`src/rtl/hacd_cfg_regfile.sv`:
```
// hacd_cfg_regfile: register-interface responder for the HACD block.
// Holds ID, CTRL, STATUS (W1C), optional event counters and SCRATCH, and
// drives the registered inflate/deflate interrupt levels.
// Reads complete combinationally in the accept cycle. Each accepted write
// costs one COMMIT cycle with resp_ready_o low.
// Optional feature macro: HACD_CFG_EVCNT_EN adds the INFL_CNT/DEFL_CNT
// counters at 0x0C/0x10. Without it those offsets decode as unmapped.
module hacd_cfg_regfile #(
  parameter logic [31:0] HacdId     = 32'h4841_4344,
  parameter int unsigned EvCntWidth = 32
) (
  input  logic        cfg_clk_i,
  input  logic        cfg_rst_i,
  input  logic        req_valid_i,
  input  logic        req_write_i,
  input  logic [31:0] req_addr_i,
  input  logic [31:0] req_wdata_i,
  input  logic [3:0]  req_wstrb_i,
  output logic        resp_ready_o,
  output logic [31:0] resp_rdata_o,
  output logic        resp_error_o,
  input  logic        infl_event_i,
  input  logic        defl_event_i,
  output logic        hacd_enable_o,
  output logic        infl_interrupt_o,
  output logic        defl_interrupt_o
);

  typedef enum logic {
    ST_READY  = 1'b0,
    ST_COMMIT = 1'b1
  } state_e;

  localparam logic [5:0] W_ID      = 6'd0;
  localparam logic [5:0] W_CTRL    = 6'd1;
  localparam logic [5:0] W_STATUS  = 6'd2;
  localparam logic [5:0] W_INFL    = 6'd3;
  localparam logic [5:0] W_DEFL    = 6'd4;
  localparam logic [5:0] W_SCRATCH = 6'd5;

  state_e      state_q, state_d;

  // CTRL: [0] enable, [1] infl_irq_en, [2] defl_irq_en
  logic [2:0]  ctrl_q, ctrl_d;
  // STATUS: [0] infl_pend, [1] defl_pend
  logic [1:0]  pend_q, pend_d;
  logic [31:0] scratch_q, scratch_d;
  logic        infl_irq_q, defl_irq_q;

  logic        sel_id, sel_ctrl, sel_status, sel_infl, sel_defl, sel_scratch;
  logic        mapped;
  logic        accept, wr_acc;
  logic        infl_ev, defl_ev;
  logic [31:0] rd_mux;
  logic [5:0]  word;
  logic        unused_addr_lsb;

  assign word            = req_addr_i[7:2];
  // The byte lane inside a word is irrelevant: all registers are 32-bit.
  assign unused_addr_lsb = ^req_addr_i[1:0];

  assign accept  = req_valid_i && resp_ready_o;
  assign wr_acc  = accept && req_write_i;
  // Events only count while the block is enabled.
  assign infl_ev = infl_event_i && ctrl_q[0];
  assign defl_ev = defl_event_i && ctrl_q[0];

  // Byte-lane merge for strobed RW registers.
  function automatic logic [31:0] strb_merge(input logic [31:0] old_v,
                                             input logic [31:0] new_v,
                                             input logic [3:0]  strb);
    logic [31:0] r;
    r = old_v;
    for (int b = 0; b < 4; b++) begin
      if (strb[b]) r[b*8 +: 8] = new_v[b*8 +: 8];
    end
    return r;
  endfunction

  // Address decode: only the low 256 bytes are mapped.
  always_comb begin
    // NOTE: every output of a combinational block gets a default first so no
    // path leaves it unassigned, which would otherwise infer a latch.
    sel_id      = 1'b0;
    sel_ctrl    = 1'b0;
    sel_status  = 1'b0;
    sel_infl    = 1'b0;
    sel_defl    = 1'b0;
    sel_scratch = 1'b0;
    if (req_addr_i[31:8] == 24'd0) begin
      case (word)
        W_ID:      sel_id      = 1'b1;
        W_CTRL:    sel_ctrl    = 1'b1;
        W_STATUS:  sel_status  = 1'b1;
`ifdef HACD_CFG_EVCNT_EN
        W_INFL:    sel_infl    = 1'b1;
        W_DEFL:    sel_defl    = 1'b1;
`endif
        W_SCRATCH: sel_scratch = 1'b1;
        default:   ;
      endcase
    end
  end

  assign mapped = sel_id | sel_ctrl | sel_status | sel_infl | sel_defl | sel_scratch;

  // Next value of CTRL, STATUS and SCRATCH from software writes and events.
  always_comb begin
    ctrl_d    = ctrl_q;
    scratch_d = scratch_q;
    pend_d    = pend_q;
    if (wr_acc && sel_ctrl && req_wstrb_i[0]) ctrl_d = req_wdata_i[2:0];
    if (wr_acc && sel_scratch) scratch_d = strb_merge(scratch_q, req_wdata_i, req_wstrb_i);
    if (wr_acc && sel_status && req_wstrb_i[0]) pend_d = pend_q & ~req_wdata_i[1:0];
    // An event in the same cycle as a W1C wins: the pend bit stays set.
    pend_d = pend_d | {defl_ev, infl_ev};
  end

  // Software-visible register state.
  always_ff @(posedge cfg_clk_i or posedge cfg_rst_i) begin
    if (cfg_rst_i) begin
      ctrl_q    <= '0;
      pend_q    <= '0;
      scratch_q <= '0;
    end else begin
      // NOTE: sequential state uses non-blocking assignments so every flop
      // samples pre-edge values regardless of statement order.
      ctrl_q    <= ctrl_d;
      pend_q    <= pend_d;
      scratch_q <= scratch_d;
    end
  end

  // Interrupt levels are registered from the current pend/enable state.
  always_ff @(posedge cfg_clk_i or posedge cfg_rst_i) begin
    if (cfg_rst_i) begin
      infl_irq_q <= 1'b0;
      defl_irq_q <= 1'b0;
    end else begin
      infl_irq_q <= pend_q[0] & ctrl_q[1] & ctrl_q[0];
      defl_irq_q <= pend_q[1] & ctrl_q[2] & ctrl_q[0];
    end
  end

`ifdef HACD_CFG_EVCNT_EN
  logic [EvCntWidth-1:0] infl_cnt_q, infl_cnt_d;
  logic [EvCntWidth-1:0] defl_cnt_q, defl_cnt_d;
  logic [31:0]           infl_cnt_ext, defl_cnt_ext;

  // Counter next state: a write clears, then an event increments up to all-ones,
  // so clear plus event in the same cycle yields 1.
  always_comb begin
    infl_cnt_d = infl_cnt_q;
    defl_cnt_d = defl_cnt_q;
    if (wr_acc && sel_infl) infl_cnt_d = '0;
    if (wr_acc && sel_defl) defl_cnt_d = '0;
    if (infl_ev && (infl_cnt_d != '1)) infl_cnt_d = infl_cnt_d + EvCntWidth'(1);
    if (defl_ev && (defl_cnt_d != '1)) defl_cnt_d = defl_cnt_d + EvCntWidth'(1);
  end

  // Event counter flops.
  always_ff @(posedge cfg_clk_i or posedge cfg_rst_i) begin
    if (cfg_rst_i) begin
      infl_cnt_q <= '0;
      defl_cnt_q <= '0;
    end else begin
      infl_cnt_q <= infl_cnt_d;
      defl_cnt_q <= defl_cnt_d;
    end
  end

  // Zero-extend counters to the 32-bit read bus.
  always_comb begin
    infl_cnt_ext                   = '0;
    defl_cnt_ext                   = '0;
    infl_cnt_ext[EvCntWidth-1:0]   = infl_cnt_q;
    defl_cnt_ext[EvCntWidth-1:0]   = defl_cnt_q;
  end
`endif

  // Read data mux; unselected or unmapped words read as 0.
  always_comb begin
    rd_mux = '0;
    if (sel_id)      rd_mux = HacdId;
    if (sel_ctrl)    rd_mux = {29'd0, ctrl_q};
    if (sel_status)  rd_mux = {30'd0, pend_q};
    if (sel_scratch) rd_mux = scratch_q;
`ifdef HACD_CFG_EVCNT_EN
    if (sel_infl)    rd_mux = infl_cnt_ext;
    if (sel_defl)    rd_mux = defl_cnt_ext;
`endif
  end

  // FSM state register.
  always_ff @(posedge cfg_clk_i or posedge cfg_rst_i) begin
    if (cfg_rst_i) state_q <= ST_READY;
    else           state_q <= state_d;
  end

  // FSM next state: an accepted write spends one cycle in COMMIT.
  always_comb begin
    state_d = state_q;
    case (state_q)
      ST_READY:  if (wr_acc) state_d = ST_COMMIT;
      ST_COMMIT: state_d = ST_READY;
      default:   state_d = ST_READY;
    endcase
  end

  // FSM and response outputs.
  always_comb begin
    resp_ready_o = (state_q == ST_READY);
    resp_rdata_o = (req_valid_i && !req_write_i) ? rd_mux : 32'd0;
    resp_error_o = req_valid_i && !mapped;
  end

  assign hacd_enable_o    = ctrl_q[0];
  assign infl_interrupt_o = infl_irq_q;
  assign defl_interrupt_o = defl_irq_q;

endmodule

```
`config.mk`:
```
export PLATFORM = sky130hd
export DESIGN_NAME = hacd_cfg_regfile
export DESIGN_NICKNAME = d
export VERILOG_FILES = /design/src/rtl/hacd_cfg_regfile.sv
export SDC_FILE = /design/constraint.sdc
export NUM_CORES = 1
export LEC_CHECK = 0
export CAP_MARGIN = 40
export CORE_UTILIZATION = 65
export CTS_BUF_LIST = sky130_fd_sc_hd__clkbuf_4
export CTS_CLUSTER_DIAMETER = 50
export DETAILED_ROUTE_END_ITERATION = 12
export DONT_BUFFER_PORTS = 1
export PLACE_DENSITY = 0.78
export SLEW_MARGIN = 20
export SYNTH_ARGS = -nofsm -noshare
export SYNTH_HDL_FRONTEND = slang
export SYNTH_SLANG_ARGS = --single-unit
```
`constraint.sdc`:
```
create_clock -name cfg_clk_i -period 4.34 [get_ports cfg_clk_i]
set_input_delay 0.434 -clock cfg_clk_i [delete_from_list [all_inputs] [get_ports cfg_clk_i]]
set_output_delay 0.434 -clock cfg_clk_i [all_outputs]
set_load 0.02 [all_outputs]
```
==> metrics list <==
* H-tree depth reported by CTS: 2
- TritonCTS built the clock tree.
- Number of placement rows: 20
* Max-cap violations: 0
- Final setup viols: 0
* Critical path cell sequence: nor4_4, nand3_4, nor4b_2, buf_4, and2_1
* HPWL after DPL: 3240 µm
- The worst setup path is captured at an output pin.
- Longest individual stage delay on the worst path: 0.73 ns
- The slowest stage of the critical path belongs to the cell sky130_fd_sc_hd__nor4b_2.
* Setup Total Neg Slack: 0 ns
- Setup slack of the worst register-to-register path: 2.47 ns
- The pre-antenna-repair detailed-routing pass consisted of 4 iterations.
* Type of the setup path with the least slack: in2out
- Peak clock frequency supported by timing: 352 MHz
- Worst reg2reg path depth: 4
- Unrepaired setup endpoints after global routing: false
- Final Routed Wirelength: 4060 µm
* Proportion of synthesized chip area in sequential cells: 0.466
* Min cycle time layout: 2.84 ns
* Flip-flop and latch count after synthesis: 40
- Final hold analysis gives a worst-case slack of 0.0874 ns.
- For the worst setup path, the data required time is 3.91 ns.
* Critical-path maximum fanout: 15
- Wire length per cell: 18.9 µm
- In this run, the number of DRC markers left after iteration 0 of detailed routing was 28.
* Worst Max-Slew Pin Slew: 0.780 ns
- The area growth from synthesis to layout is 6.05%.
- After clock tree synthesis, the clock-pin slew on the worst setup and hold paths is 0.12 ns.
* Vert. Die Dim: 59.5 µm
- Pin count of the biggest net entering global routing: 41
* Total via count in the routed design: 1344
- Total buffers and inverters traversed by the critical path: 1
- Synthesized instance count: 166
- HP Class: in2async
- Outcome: complete, no violations
- In this run the tool buffered the top-level ports with 0 buffer cells.
* Area of the die: 0.00354 mm²
- When the netlist entered floorplanning its net count stood at 240.
- Top Family by Delay on Critical Path: simple AND/OR/NAND/NOR gates
- Leakage power: 0.00108 µW
* Total grt overflow: 0
- Netlist area before placement: 0.00215 mm²
- Number of buffers created by CTS: 5
- Antenna-violating nets left: 0
- For this design the ratio of total power to cell area is 279 mW/mm².
- Setup fix buffers added after clock tree synthesis: 0
- For the final database, setup skew stands at 0.0142 ns.
* Relative slew slack: 0.476
- Critical Path Stages: 5
- Dividing the final minimum period by the clock period gives 0.655.
- The count of final max-slew check failures is 0.
- Cts repair resizes: 0
* Peak VDD IR: 0.196 mV
* Critical path arrival: 2.41 ns
- Hold Fails Final Rpt: 0
- Yosys mapped the design onto 33 distinct sky130hd cell types.
- Antenna violations before repair: 0
- In the final layout, the share of cells above drive strength 1 is 0.333.
- Final Cell Area: 0.00228 mm²
* Area of the placeable core: 0.00310 mm²
- After detailed routing, the number of vias per cell comes to 6.25.
- Die Width: 59.5 µm
- # nets final: 244
- At the end of routability-driven placement, the weighted congestion stood at 0.913.
- The worst register-to-register path ends at scratch_q[17].
- Max Buffers Root-to-Sink: 2
* Number of warnings issued by yosys: 0
* First-pass GRT wire length: 6320 µm
- For this design the top-level I/O count stands at 111.
- Global router's overall resource usage: 0.252
- The number of antenna diodes in the final layout is 0.
* Post-Place Cell Area: 0.00219 mm²
- Number of global-route vias before repair: 1359
- Clock tree synthesis found a total of 40 sinks.
- The startpoint identified for the worst register-to-register timing path is state_q.
- DRC violation count after routing: 0
- Clock latency at the later pin of the worst-skew pair: 0.34 ns
- Initial Util: 0.693
* Startpoint type of the worst setup path: input port
- The tree is rooted in a sky130_fd_sc_hd__clkbuf_4.
- Buffers inserted to repair hold after CTS numbered 0.
* Mean instance size in the synthesized netlist: 12.9 µm²
## state kept, by name, summed over array words and instances (netlist names)
name              count
ctrl_q                3
defl_interrupt_o      1
infl_interrupt_o      1
pend_q                2
scratch_q            32
state_q               1
## through the flow
stage          instances   util  power [µW]  setup slack (ns)
2_1_floorplan        166      -         403              1.98
3_3_place_gp         206  0.707         403              1.56
3_5_place_dp         206  0.707         404              1.48
4_1_cts              214  0.733         642              1.47
5_1_grt              215  0.735         661              1.27
6_report             215  0.735         636              1.50
## layer usage
metal,GRT usage,vias to the layer above,share of wire
li1,-,616,-
met1,0.286,644,0.37
met2,0.425,72,0.52
met3,0.0983,12,0.084
met4,0.103,0,0.027
met5,0,-,0
## cell usage after synthesis, drive strengths merged
master	n	area (µm²)
a21boi	1	7.51
and2	21	131
and3	3	18.8
and3b	1	8.76
and4	1	8.76
buf	2	16.3
clkbuf	4	15.0
dfrtp	40	1000
inv	2	7.51
mux2	35	424
nand2	12	47.6
nand3	3	27.5
nand3b	1	7.51
nand4	3	33.8
nor2	4	15.0
nor2b	2	12.5
nor3	2	10.0
nor4	12	216
nor4b	1	8.76
o2111a	2	22.5
o21a	8	60.1
o21ai	1	5.00
o2bb2ai	2	17.5
o41ai	2	17.5
xnor2	1	8.76
## power breakdown
part / internal, µW / switching (µW)
sequential: 373 / 0.242
clock: 127 / 113
combinational: 7.40 / 15.2
## kinds of logic (layout without fill, tap and decap cells)
family | after synthesis | in the layout | share of synthesized area
flip-flops | 40 | 40 | 0.466
XOR/XNOR | 1 | 1 | 0.00408
multiplexers | 35 | 35 | 0.197
AND/OR/NAND/NOR | 66 | 66 | 0.254
AO/OA/AOI/OAI | 16 | 16 | 0.0605
buffers and inverters | 8 | 13 | 0.0180
## final cells by class
class	count	area (µm²)
clock buffer	6	45.0
timing repair buffer	3	20.0
tap	44	55.1
multi-input combinational	118	1120
sequential	40	1000
clock inverter	2	35.0
inverter	2	7.51
fill	252	823
## cell usage in the layout (no fill, tap or decap), drive strengths merged
| master | n |
|---|---|
| xnor2 | 1 |
| mux2 | 35 |
| nand4 | 3 |
| nor3 | 2 |
| o21a | 8 |
| nand3 | 3 |
| o41ai | 2 |
| bufinv | 1 |
| and2 | 21 |
| o2bb2ai | 2 |
| and4 | 1 |
| inv | 2 |
| and3b | 1 |
| o21ai | 1 |
| clkinv | 1 |
| buf | 2 |
| nand3b | 1 |
| o2111a | 2 |
| and3 | 3 |
| nand2 | 12 |
| dfrtp | 40 |
| a21boi | 1 |
| nor4 | 12 |
| nor2b | 2 |
| nor2 | 4 |
| nor4b | 1 |
| clkbuf | 7 |
## how the worst max path moves through the flow
stage	start	end	slack (ns)
floorplan	req_addr_i[22]	resp_rdata_o[10]	1.98
global placement	req_addr_i[3]	resp_rdata_o[11]	1.56
detailed placement	req_addr_i[3]	resp_rdata_o[5]	1.48
CTS	req_addr_i[3]	resp_rdata_o[5]	1.47
global route	req_addr_i[22]	resp_rdata_o[11]	1.27
finish	req_addr_i[3]	resp_rdata_o[5]	1.50
(Power assumes the default switching activity.)
